===== src/rtl/stopwatch_ctrl.sv =====
// -----------------------------------------------------------------------------
// stopwatch_ctrl
//
// Stopwatch controller for the counter / seven-segment display path.
// Three debounced button levels are edge-detected and drive an IDLE/RUN/PAUSE
// state machine that gates a prescaled up-counter wrapping at MAX. The value
// shown on the display is either the live count or a lap-hold snapshot.
//
// Optional feature macro: STOPWATCH_LAP_EN
//   defined   : lap edge detector and snapshot register are built.
//   undefined : lap input ignored, held tied low, value is the live count.
//   The port list is the same in both builds.
//
// Parameters:
//   OUTPUTWIDTH  - width of the displayed count
//   DIVISIONBITS - prescaler width; one count step per 2^DIVISIONBITS RUN cycles
//   MAX          - last count value before wrapping to 0
//
// Ports:
//   clk        in   sole clock, rising edge
//   n_reset    in   asynchronous active-low reset
//   start_stop in   button level: IDLE->RUN, RUN<->PAUSE
//   lap        in   button level: toggle lap-hold snapshot (RUN/PAUSE only)
//   clear      in   button level: back to IDLE, everything zeroed
//   value      out  displayed count (snapshot when held, else live count)
//   running    out  high while in RUN
//   held       out  high while the lap snapshot is displayed
//   wrap       out  one-cycle pulse in the cycle the count first reads 0 after MAX
// -----------------------------------------------------------------------------
module stopwatch_ctrl #(
    parameter int OUTPUTWIDTH  = 6,
    parameter int DIVISIONBITS = 0,
    parameter int MAX          = (2 ** OUTPUTWIDTH) - 1
) (
    input  logic                   clk,
    input  logic                   n_reset,
    input  logic                   start_stop,
    input  logic                   lap,
    input  logic                   clear,
    output logic [OUTPUTWIDTH-1:0] value,
    output logic                   running,
    output logic                   held,
    output logic                   wrap
);

    // A zero-width prescaler is not legal, so keep one bit and pin its
    // terminal value to 0: the prescaler then never leaves 0 and every RUN
    // cycle is a tick.
    localparam int PW = (DIVISIONBITS > 0) ? DIVISIONBITS : 1;
    localparam logic [PW-1:0]          PRE_LAST  = PW'((64'd1 << DIVISIONBITS) - 64'd1);
    localparam logic [PW-1:0]          PRE_ZERO  = PW'(32'd0);
    localparam logic [PW-1:0]          PRE_ONE   = PW'(32'd1);
    localparam logic [OUTPUTWIDTH-1:0] MAX_C     = OUTPUTWIDTH'(MAX);
    localparam logic [OUTPUTWIDTH-1:0] CNT_ZERO  = OUTPUTWIDTH'(32'd0);
    localparam logic [OUTPUTWIDTH-1:0] CNT_ONE   = OUTPUTWIDTH'(32'd1);

    typedef enum logic [1:0] {
        ST_IDLE  = 2'd0,
        ST_RUN   = 2'd1,
        ST_PAUSE = 2'd2
    } state_t;

    state_t                  state_r;
    logic                    running_r;
    logic                    wrap_r;
    logic [OUTPUTWIDTH-1:0]  count_r;
    logic [PW-1:0]           presc_r;
    logic                    ss_prev_r;
    logic                    clr_prev_r;

    logic                    ss_press_s;
    logic                    clr_press_s;
    logic                    run_step_s;
    logic                    tick_s;

    // Button press decode and prescaler tick. A press only counts when no
    // higher-priority press coincides; the edge that pauses or clears does not
    // advance the prescaler, so a resume continues exactly where it stopped.
    always_comb begin
        clr_press_s = clear & ~clr_prev_r;
        ss_press_s  = 1'b0;
        run_step_s  = 1'b0;
        tick_s      = 1'b0;
        if (!clr_press_s) begin
            ss_press_s = start_stop & ~ss_prev_r;
        end else begin
            ss_press_s = 1'b0;
        end
        if ((state_r == ST_RUN) && !clr_press_s && !ss_press_s) begin
            run_step_s = 1'b1;
            tick_s     = (presc_r == PRE_LAST);
        end else begin
            run_step_s = 1'b0;
            tick_s     = 1'b0;
        end
    end

    // Main state machine: state, prescaler, live count, wrap pulse, running.
    always_ff @(posedge clk or negedge n_reset) begin
        if (!n_reset) begin
            state_r    <= ST_IDLE;
            running_r  <= 1'b0;
            wrap_r     <= 1'b0;
            count_r    <= CNT_ZERO;
            presc_r    <= PRE_ZERO;
            ss_prev_r  <= 1'b0;
            clr_prev_r <= 1'b0;
        end else begin
            ss_prev_r  <= start_stop;
            clr_prev_r <= clear;
            wrap_r     <= 1'b0;
            if (clr_press_s) begin
                state_r   <= ST_IDLE;
                running_r <= 1'b0;
                count_r   <= CNT_ZERO;
                presc_r   <= PRE_ZERO;
            end else begin
                case (state_r)
                    ST_IDLE: begin
                        if (ss_press_s) begin
                            state_r   <= ST_RUN;
                            running_r <= 1'b1;
                            presc_r   <= PRE_ZERO;
                        end
                    end
                    ST_RUN: begin
                        if (ss_press_s) begin
                            state_r   <= ST_PAUSE;
                            running_r <= 1'b0;
                        end else if (run_step_s) begin
                            if (tick_s) begin
                                presc_r <= PRE_ZERO;
                                if (count_r == MAX_C) begin
                                    count_r <= CNT_ZERO;
                                    wrap_r  <= 1'b1;
                                end else begin
                                    count_r <= count_r + CNT_ONE;
                                end
                            end else begin
                                presc_r <= presc_r + PRE_ONE;
                            end
                        end
                    end
                    ST_PAUSE: begin
                        if (ss_press_s) begin
                            state_r   <= ST_RUN;
                            running_r <= 1'b1;
                        end
                    end
                    default: begin
                        state_r   <= ST_IDLE;
                        running_r <= 1'b0;
                        count_r   <= CNT_ZERO;
                        presc_r   <= PRE_ZERO;
                    end
                endcase
            end
        end
    end

    assign running = running_r;
    assign wrap    = wrap_r;

`ifdef STOPWATCH_LAP_EN
    logic                   lap_prev_r;
    logic                   held_r;
    logic [OUTPUTWIDTH-1:0] snap_r;
    logic                   lap_act_s;

    // Lap acts only when it is the sole winning press and a run is in progress.
    always_comb begin
        if ((lap & ~lap_prev_r) && !clr_press_s && !ss_press_s &&
            ((state_r == ST_RUN) || (state_r == ST_PAUSE))) begin
            lap_act_s = 1'b1;
        end else begin
            lap_act_s = 1'b0;
        end
    end

    // Lap-hold snapshot: first lap freezes the pre-edge count, second releases.
    always_ff @(posedge clk or negedge n_reset) begin
        if (!n_reset) begin
            lap_prev_r <= 1'b0;
            held_r     <= 1'b0;
            snap_r     <= CNT_ZERO;
        end else begin
            lap_prev_r <= lap;
            if (clr_press_s) begin
                held_r <= 1'b0;
                snap_r <= CNT_ZERO;
            end else if (lap_act_s) begin
                if (held_r) begin
                    held_r <= 1'b0;
                end else begin
                    held_r <= 1'b1;
                    snap_r <= count_r;
                end
            end
        end
    end

    assign held  = held_r;
    assign value = held_r ? snap_r : count_r;
`else
    logic unused_lap_s;

    assign unused_lap_s = lap;
    assign held         = 1'b0;
    assign value        = count_r;
`endif

endmodule


===== config.mk =====
export PLATFORM = sky130hd
export DESIGN_NAME = stopwatch_ctrl
export DESIGN_NICKNAME = d
export VERILOG_FILES = /design/src/rtl/stopwatch_ctrl.sv
export SDC_FILE = /design/constraint.sdc
export NUM_CORES = 1
export LEC_CHECK = 0
export ABC_AREA = 1
export BUFFER_PORTS_ARGS = -buffer_cell sky130_fd_sc_hd__buf_2
export CORE_AREA = 2 2 39 41
export CTS_CLUSTER_SIZE = 10
export DETAILED_ROUTE_END_ITERATION = 8
export DIE_AREA = 0 0 41 43
export PLACE_DENSITY = 0.77
export SLEW_MARGIN = 20
export SYNTH_ARGS = -nofsm -noshare
export SYNTH_HDL_FRONTEND = slang
export SYNTH_SLANG_ARGS = --single-unit
export TNS_END_PERCENT = 30

===== constraint.sdc =====
create_clock -name clk -period 3.3 [get_ports clk]
set_input_delay 0.825 -clock clk [delete_from_list [all_inputs] [get_ports clk]]
set_output_delay 0.825 -clock clk [all_outputs]
set_load 0.005 [all_outputs]

# Word level (Yosys, flattened, before mapping)
# Index checks and enable logic that the tools add are counted.
dict set report op_classes {
  addsub 2
  eq_ne 11
  n_mux 28
  n_bitwise 5
  n_reduce_logical 9
}
# op n
set ops {}
lappend ops {{6-bit two-way mux} 5}
lappend ops {{1-bit two-way mux} 16}
lappend ops {{3-bit != test, second input constant} 5}
lappend ops {{6-bit case mux with 2 select lines} 1}
lappend ops {{4-bit AND reduction} 2}
lappend ops {{6-bit by 1-bit adder with 6-bit output, second input constant} 1}
lappend ops {{6-bit equality test, second input constant} 1}
lappend ops {{2-bit two-way mux} 3}
lappend ops {{2-bit case mux with 2 select lines} 1}
lappend ops {{3-bit by 1-bit != test with 1-bit output, second input constant} 1}
lappend ops {{1-bit NOT} 3}
lappend ops {{1-bit case mux with 3 select lines} 1}
lappend ops {{1-bit AND} 2}
lappend ops {{2-bit by 1-bit equality test with 1-bit output, second input constant} 1}
lappend ops {{2-bit equality test, second input constant} 1}
lappend ops {{1-bit logical AND} 2}
lappend ops {{1-bit zero test} 2}
lappend ops {{2-bit zero test} 1}
lappend ops {{2-bit by 1-bit != test with 1-bit output, second input constant} 1}
lappend ops {{2-bit != test, second input constant} 1}
lappend ops {{1-bit case mux with 2 select lines} 1}
lappend ops {{2-bit AND reduction} 1}
lappend ops {{2-bit OR reduction} 1}
lappend ops {{1-bit adder, second input constant} 1}
dict set report word_totals {
  ff_bits 13
  in_bits 5
  output_inout_bits 9
  word_cells 62
}

# Depth between registers and ports, before layout
# Gate-level depths: netlist of run 1.
dict set report depth {
  depth_word 11
  depth_mapped 8
  ltp_nobuf 8
}

# Worst setup path before layout of run 1
# No wires, ideal clock.
dict set report synth_path {
  path_type {input -> register}
  start {input port clear}
  end {register count_r[1], in the netlist value[1]}
  setup_time_ns 0.116
  arrival_time_ns 1.373
  required_ns 3.184
  setup_slack_ns 1.811
  cell_stages 8
  n_path_buf 0
  cell_sequence {inv_1 nor2_4 nor2_4 nand2_4 nand2_4 nor2_4 nand2_1 nand2_1}
}
dict set report synth_between {
  elab_chain_cells 7
  word_cells_on_any_way 14
  cone_classes {4 x eq/ne; 4 x mux; 1 x bitwise; 5 x reduce/logical}
}
# item line
set synth_lines {}
lappend synth_lines {{start, declared} 39} ;# input logic clear,
lappend synth_lines {{1-bit AND (*)} 80} ;# clr_press_s = clear & ~clr_prev_r;
lappend synth_lines {{1-bit two-way mux or 1-bit zero test (tied branches)} {84, 89}}
lappend synth_lines {{1-bit zero test or 1-bit logical AND (tied branches)} 89} ;# if ((state_r == ST_RUN) && !clr_press_s && !ss_press_s) begin
lappend synth_lines {{1-bit logical AND} 89}
lappend synth_lines {{1-bit two-way mux} 89}
lappend synth_lines {{3-bit != test (no line)} --}
lappend synth_lines {{4-bit AND reduction (no line)} --}
lappend synth_lines {{end signal, assigned} 137} ;# count_r <= count_r + CNT_ONE;
lappend synth_lines {{end, declared} 66} ;# logic [OUTPUTWIDTH-1:0] count_r;
# Mark *: on every way between the ends. The rest lies on a longest branch, timed or not.
# A chain may end at the register's enable or synchronous reset.

# Worst setup path in the final report of run 1
dict set report layout_path {
  start {register count_r[2], in the netlist value[2]}
  end {output port value[2]}
}
# item line
set layout_lines {}
lappend layout_lines {{end, declared} 40} ;# output logic [OUTPUTWIDTH-1:0] value,
# No word-level cell between the ends.

==> run summary, run 1 <==
Initial core utilization -> 51.0%
Final-report hold violation count -> 0
Clk sinks -> 13
Sw Ratio -> 30.6%
Number of routed nets with antenna violations -> 0
Worst path top cell family by delay -> flip-flops
Initial detailed-routing violation count -> 7
Largest net degree at the start of global routing -> 14
CP arrival -> 0.86 ns
Skew final -> 0.00298 ns
Syn avg cell area -> 8.30 µm²
Max FO, Critical Path -> 6
Detailed-route DRC error count -> 0
Grt total ovfl -> 0
Final Critical Period -> 1.69 ns
Post-CTS Repair Setup Buffers -> 0
DR top layer -> met4
PortBufs -> 11
Clk buf depth -> 2
HP Class -> input pin to async pin
Total GRT Usage -> 18.1%
Crit path buf inv count -> 1
CORE AREA -> 1380 µm²
Seq/Total Area, Yosys -> 46.1%
Initial antenna violation count -> 0
CTS hold repair buffers -> 0
Number of global-route vias before repair -> 487
H-tree depth -> 1
Metal-1 WL -> 565 µm
VDD IR max -> 0.000230 V
Worst skew pair latency -> 0.28 ns
Setup_tns -> 0 ns
Synthesized instance count -> 85
WHS -> 0.416 ns
GPL Wtd Cong -> 0.773
Root Buffer -> clkbuf_4
Die Area -> 1760 µm²
Reg2Reg Depth -> 8
Leakage Power -> 0.000448 µW
Number of iterations in the first detailed-routing pass -> 2
Rows -> 14
Post-route cell area -> 800 µm²
Max Clk Rate -> 593 MHz
Worst setup SP type -> flop
Synthesized area -> 706 µm²
P per Cell Area -> 435 nW/µm²
CP Cell Sequence -> buf_2
Part of the power in registers -> 51.1%
Avg WL per Cell -> 10.3 µm
Layout cells sized above 1 -> 26.3%
Via-per-instance ratio -> 4.80
Worst Path Class, Setup -> flop to primary output
CP max stage delay -> 0.43 ns
Final nets -> 106
CTS tree -> built
Vias -> 552
Layout fillers -> 139
Clock transition at path regs -> 0.08 ns
Die X -> 41 µm
Net Count, Synth -> 91
Status -> completed
Ant diodes -> 0
Worst Setup End Kind -> primary output
First-pass GRT wire length -> 2.09 mm
Metal3 WL -> 54 µm
Final period util -> 51.1%
Post-CTS Resized -> 0
Synth cell types -> 21
Yosys warnings -> 0
Clk pwr share -> 29.2%
Final WL -> 1.19 mm
RSZ-0062 raised after global routing -> no
Area grow syn2layout -> 13.3%
Dpl cell area -> 773 µm²
Total CTS buffers -> 3
Slew Viols, Final -> 0
Yosys reg bits -> 13
Max Cap Viol -> 0
Post-DP HPWL -> 899 µm
Slowest cell on crit path -> dfrtp_1
Psw -> 106 µW
I/O pin total -> 14
Internal power -> 241 µW
Die Ht -> 43 µm
Routed wl met2 -> 536 µm
Critical Path RT -> 2.47 ns
Number of stages on the worst setup path -> 1
Comb power frac -> 19.8%
Finish-stage setup viols -> 0
==> state kept, by name, indices dropped and copies added, names as in the netlist <==
signal / flops
value: 6
state_r: 2
clr_prev_r: 1
presc_r: 1
running: 1
ss_prev_r: 1
wrap: 1
==> worst paths after layout <==
| path | startpoint | end | slack [ns] |
|---|---|---|---|
| worst max-delay path | value[2] | value[2] | 1.61 |
| worst min-delay path | n_reset | value[4] | 0.42 |
| worst max register to register | value[0] | value[3] | 2.01 |
| min in group clk | presc_r | wrap | 0.46 |
| worst min register to register | presc_r | wrap | 0.46 |
| max in group asynchronous | n_reset | state_r[1] | 2.65 |
==> cells in the mapped netlist <==
cell type	count	area [µm²]
nand2_1	19	71.3
inv_1	15	56.3
dfrtp_1	13	325
nand3_1	6	30.0
nor2_1	6	22.5
nand2_2	3	18.8
nand4_1	3	18.8
nor2_4	3	33.8
a21oi_1	2	10.0
inv_2	2	7.51
nand2_4	2	22.5
o21ai_1	2	10.0
buf_4	1	7.51
conb_1	1	3.75
ha_1	1	12.5
nand2_8	1	20.0
nand3_2	1	10.0
nor3_1	1	5.00
o211ai_1	1	7.51
o21ai_0	1	5.00
o31ai_1	1	7.51
==> power groups by stage <==
stage                     Combinational, µW  Sequential, µW  Clock [µW]
after global routing                   78.9             179         110
after floorplan                        50.9             181           0
after detailed placement               69.1             181           0
after CTS                              69.6             178         105
final                                  68.6             177         101
after global placement                 67.9             180           0
==> cell families (layout without fill, tap and decap cells) <==
logic type,count (synthesis),in the layout,share of synthesized area [%]
AOI/OAI and AO/OA,7,7,5.67
adders and majority gates,1,1,1.77
and+or+nand+nor,45,45,35.8
buffers and inverters,18,32,10.1
DFF,13,13,46.1
other,1,1,0.531
==> metal layers <==
layer  vias up  track usage, %
met4         0            12.0
li1        289               -
met1       247            24.1
met2        11            24.7
met3         5            4.71
met5         -               0
==> cell usage in the layout (no fill, tap or decap), types with 3 or more instances in the layout <==
| master | count |
|---|---|
| clkbuf_4 | 3 |
| nand3_1 | 6 |
| nand2_2 | 3 |
| nand2_1 | 19 |
| inv_1 | 15 |
| nand4_1 | 3 |
| buf_2 | 11 |
| nor2_1 | 6 |
| nor2_4 | 3 |
| dfrtp_1 | 13 |
==> final cells by class <==
type                       instances  area (µm²)  area share, %
multi-input combinational         54         309           38.7
sequential                        13         325           40.7
tap                               16        20.0           2.50
timing repair buffer              11        55.1           6.89
inverter                          17        63.8           7.98
clock buffer                       4        26.3           3.29
==> stage by stage <==
stage	setup slack (ns)	utilization [%]	std cells	total power, µW
2_1_floorplan	1.81	-	85	231
3_3_place_gp	1.64	55.9	111	248
3_5_place_dp	1.63	55.9	111	250
4_1_cts	1.60	57.8	115	353
5_1_grt	1.56	57.8	115	369
6_report	1.61	57.8	115	347
(Power assumes the default switching activity.)
==> inputs of run 2 (changes only) <==
--- a/config.mk
+++ b/config.mk
@@ -7,11 +7,11 @@
 export LEC_CHECK = 0
 export ABC_AREA = 1
 export BUFFER_PORTS_ARGS = -buffer_cell sky130_fd_sc_hd__buf_2
-export CORE_AREA = 2 2 39 41
+export CORE_MARGIN = 1.5
+export CORE_UTILIZATION = 46
 export CTS_CLUSTER_SIZE = 10
 export DETAILED_ROUTE_END_ITERATION = 8
-export DIE_AREA = 0 0 41 43
-export PLACE_DENSITY = 0.77
+export PLACE_DENSITY = 0.71
 export SLEW_MARGIN = 20
 export SYNTH_ARGS = -nofsm -noshare
 export SYNTH_HDL_FRONTEND = slang
==> constraint.sdc (replaced) <==
create_clock -name clk -period 1.4 [get_ports clk]
set_input_delay 0.35 -clock clk [delete_from_list [all_inputs] [get_ports clk]]
set_output_delay 0.35 -clock clk [all_outputs]
set_load 0.005 [all_outputs]
==> run summary, run 2 (synthesis gave the netlist of run 1 again) <==
Max FFs per register -> 6 (unchanged)
Layout fillers -> 122 (was 139)
VDD IR max -> 0.000703 V (was 0.000230 V)
Status -> completed (unchanged)
Part of the power in registers -> 51.0% (was 51.1%)
Dpl cell area -> 772 µm² (was 773 µm²)
HP Class -> input pin to flop (was input pin to async pin)
Number of iterations in the first detailed-routing pass -> 4 (was 2)
Die Ht -> 42.2 µm (was 43 µm)
Avg WL per Cell -> 10.6 µm (was 10.3 µm)
Grt total ovfl -> 0 (unchanged)
Internal power -> 570 µW (was 241 µW)
Clk buf depth -> 2 (unchanged)
Critical Path RT -> 1.59 ns (was 2.47 ns)
Worst skew pair latency -> 0.28 ns (about the same)
Max Cap Viol -> 0 (unchanged)
Total CTS buffers -> 3 (unchanged)
Vias -> 580 (was 552)
Final nets -> 107 (was 106)
First-pass GRT wire length -> 2.21 mm (was 2.09 mm)
Comb power frac -> 20.2% (was 19.8%)
Die X -> 42.2 µm (was 41 µm)
Psw -> 251 µW (was 106 µW)
Post-route cell area -> 816 µm² (was 800 µm²)
Layout cells sized above 1 -> 29.0% (was 26.3%)
R2R setup slack -> 0.15 ns (was 2.01 ns)
Setup_tns -> 0 ns (unchanged)
GPL Wtd Cong -> 0.745 (was 0.773)
Final WL -> 1.22 mm (was 1.19 mm)
P per Cell Area -> 1010 nW/µm² (was 435 nW/µm²)
Commonest cells after routing, fill and taps aside -> nand2_1 (19), inv_1 (14), dfrtp_1 (13) (was nand2_1 (19), inv_1 (15), dfrtp_1 (13))
Rows -> 13 (was 14)
Clk pwr share -> 28.9% (was 29.2%)
Sw Ratio -> 30.5% (was 30.6%)
CORE AREA -> 1370 µm² (was 1380 µm²)
H-tree depth -> 1 (unchanged)
Largest net degree at the start of global routing -> 14 (unchanged)
Final-report hold violation count -> 0 (unchanged)
Final Critical Period -> 1.25 ns
Final period util -> 89.2%
PortBufs -> 11 (unchanged)
Post-CTS Repair Setup Buffers -> 0 (unchanged)
Ant diodes -> 0 (unchanged)
Slew Viols, Final -> 0 (unchanged)
Clk sinks -> 13 (unchanged)
Initial detailed-routing violation count -> 8 (was 7)
Finish-stage setup viols -> 0 (unchanged)
Leakage Power -> 0.000447 µW (was 0.000448 µW)
Root Buffer -> clkbuf_4 (unchanged)
Leading cell type in the layout, fill and taps excluded -> nand2_1 (unchanged)
Die Area -> 1780 µm² (was 1760 µm²)
RSZ-0062 raised after global routing -> no (unchanged)
Max FO, Critical Path -> 5 (was 6)
Area of the multi-input gates -> 317 µm² (was 309 µm²)
Area grow syn2layout -> 15.6% (was 13.3%)
Initial core utilization -> 51.6% (was 51.0%)
Detailed-route DRC error count -> 0 (unchanged)
CTS tree -> built (unchanged)
Number of global-route vias before repair -> 560 (was 487)
Initial antenna violation count -> 0 (unchanged)
CP arrival -> 1.44 ns (was 0.86 ns)
Via-per-instance ratio -> 5.04 (was 4.80)
Worst Setup End Kind -> flop (was primary output)
I/O pin total -> 14 (unchanged)
Post-DP HPWL -> 878 µm (was 899 µm)
Reg area -> 325 µm² (unchanged)
Clock transition at path regs -> 0.08 ns (about the same)
Number of routed nets with antenna violations -> 0 (unchanged)
Total power -> 821 µW (was 347 µW)
Total GRT Usage -> 16.3% (was 18.1%)
Max Clk Rate -> 801 MHz
Skew final -> 0.00655 ns (was 0.00298 ns)
Worst Path Class, Setup -> flop to flop (was flop to primary output)
Worst setup SP type -> flop (unchanged)
==> run 2: changes by cell type in the layout (fill, tap and decap cells not counted), sizes merged <==
cell         change
dlygate4sd3      +1
==> run 2: final cells by class <==
| cell class | instances | share of cell area [%] |
|---|---|---|
| clock buffer | 4 | 3.22 |
| inverter | 17 | 7.82 |
| multi-input combinational | 54 | 38.8 |
| sequential | 13 | 39.9 |
| tap | 15 | 2.30 |
| timing repair buffer | 12 | 7.98 |
==> run 2: worst max-delay path, stage by stage, from the launching register on <==
cell	delay, ns
dfrtp_1	0.42
ha_2	0.22
nand2_1	0.06
inv_2	0.07
nand3_2	0.08
nand2_2	0.11
nand3_2	0.07
nand2_1	0.07
nor2_1	0.04
==> run 2: what timing repair did <==
| action | in CTS | in global routing |
|---|---|---|
| setup endpoints to repair | 0 | 2 |
| hold buffers | 1 | 0 |
| resized for setup | 0 | 3 |
| endpoints found under the hold margin | 13 | 0 |
==> run 2: power by group through the flow <==
stage                     clock (µW)  sequential, µW  combinational [µW]
after floorplan                    0             425                 120
after global placement             0             424                 162
after detailed placement           0             426                 163
after CTS                        241             418                 166
after global routing             252             422                 190
final                            237             418                 166
==> run 2: final timing paths <==
kind	from	endpoint	cells after the start
worst min register to register	presc_r	wrap	1
worst max register to register	value[0]	value[5]	8
min in group asynchronous	n_reset	value[4]	2
max in group asynchronous	n_reset	state_r[0]	2
worst max-delay path	value[0]	value[5]	8
worst min-delay path	clear	clr_prev_r	1
==> run 2: stage by stage <==
step                util, %  hold slack (ns)  cells  setup slack, ns
floorplan                 -           0.0544     85            0.209
global placement       56.5            0.252    110            0.135
detailed placement     56.5            0.254    110            0.123
CTS                    59.2            0.185    115            0.110
global route           59.7            0.185    115           0.0356
finish                 59.7            0.188    115            0.151
==> run 2: metal layers <==
metal	wire [µm]	GRT usage (%)
met1	603	20.9
met3	65	2.59
met4	40	11.3
met2	505	24.9
met5	0	0
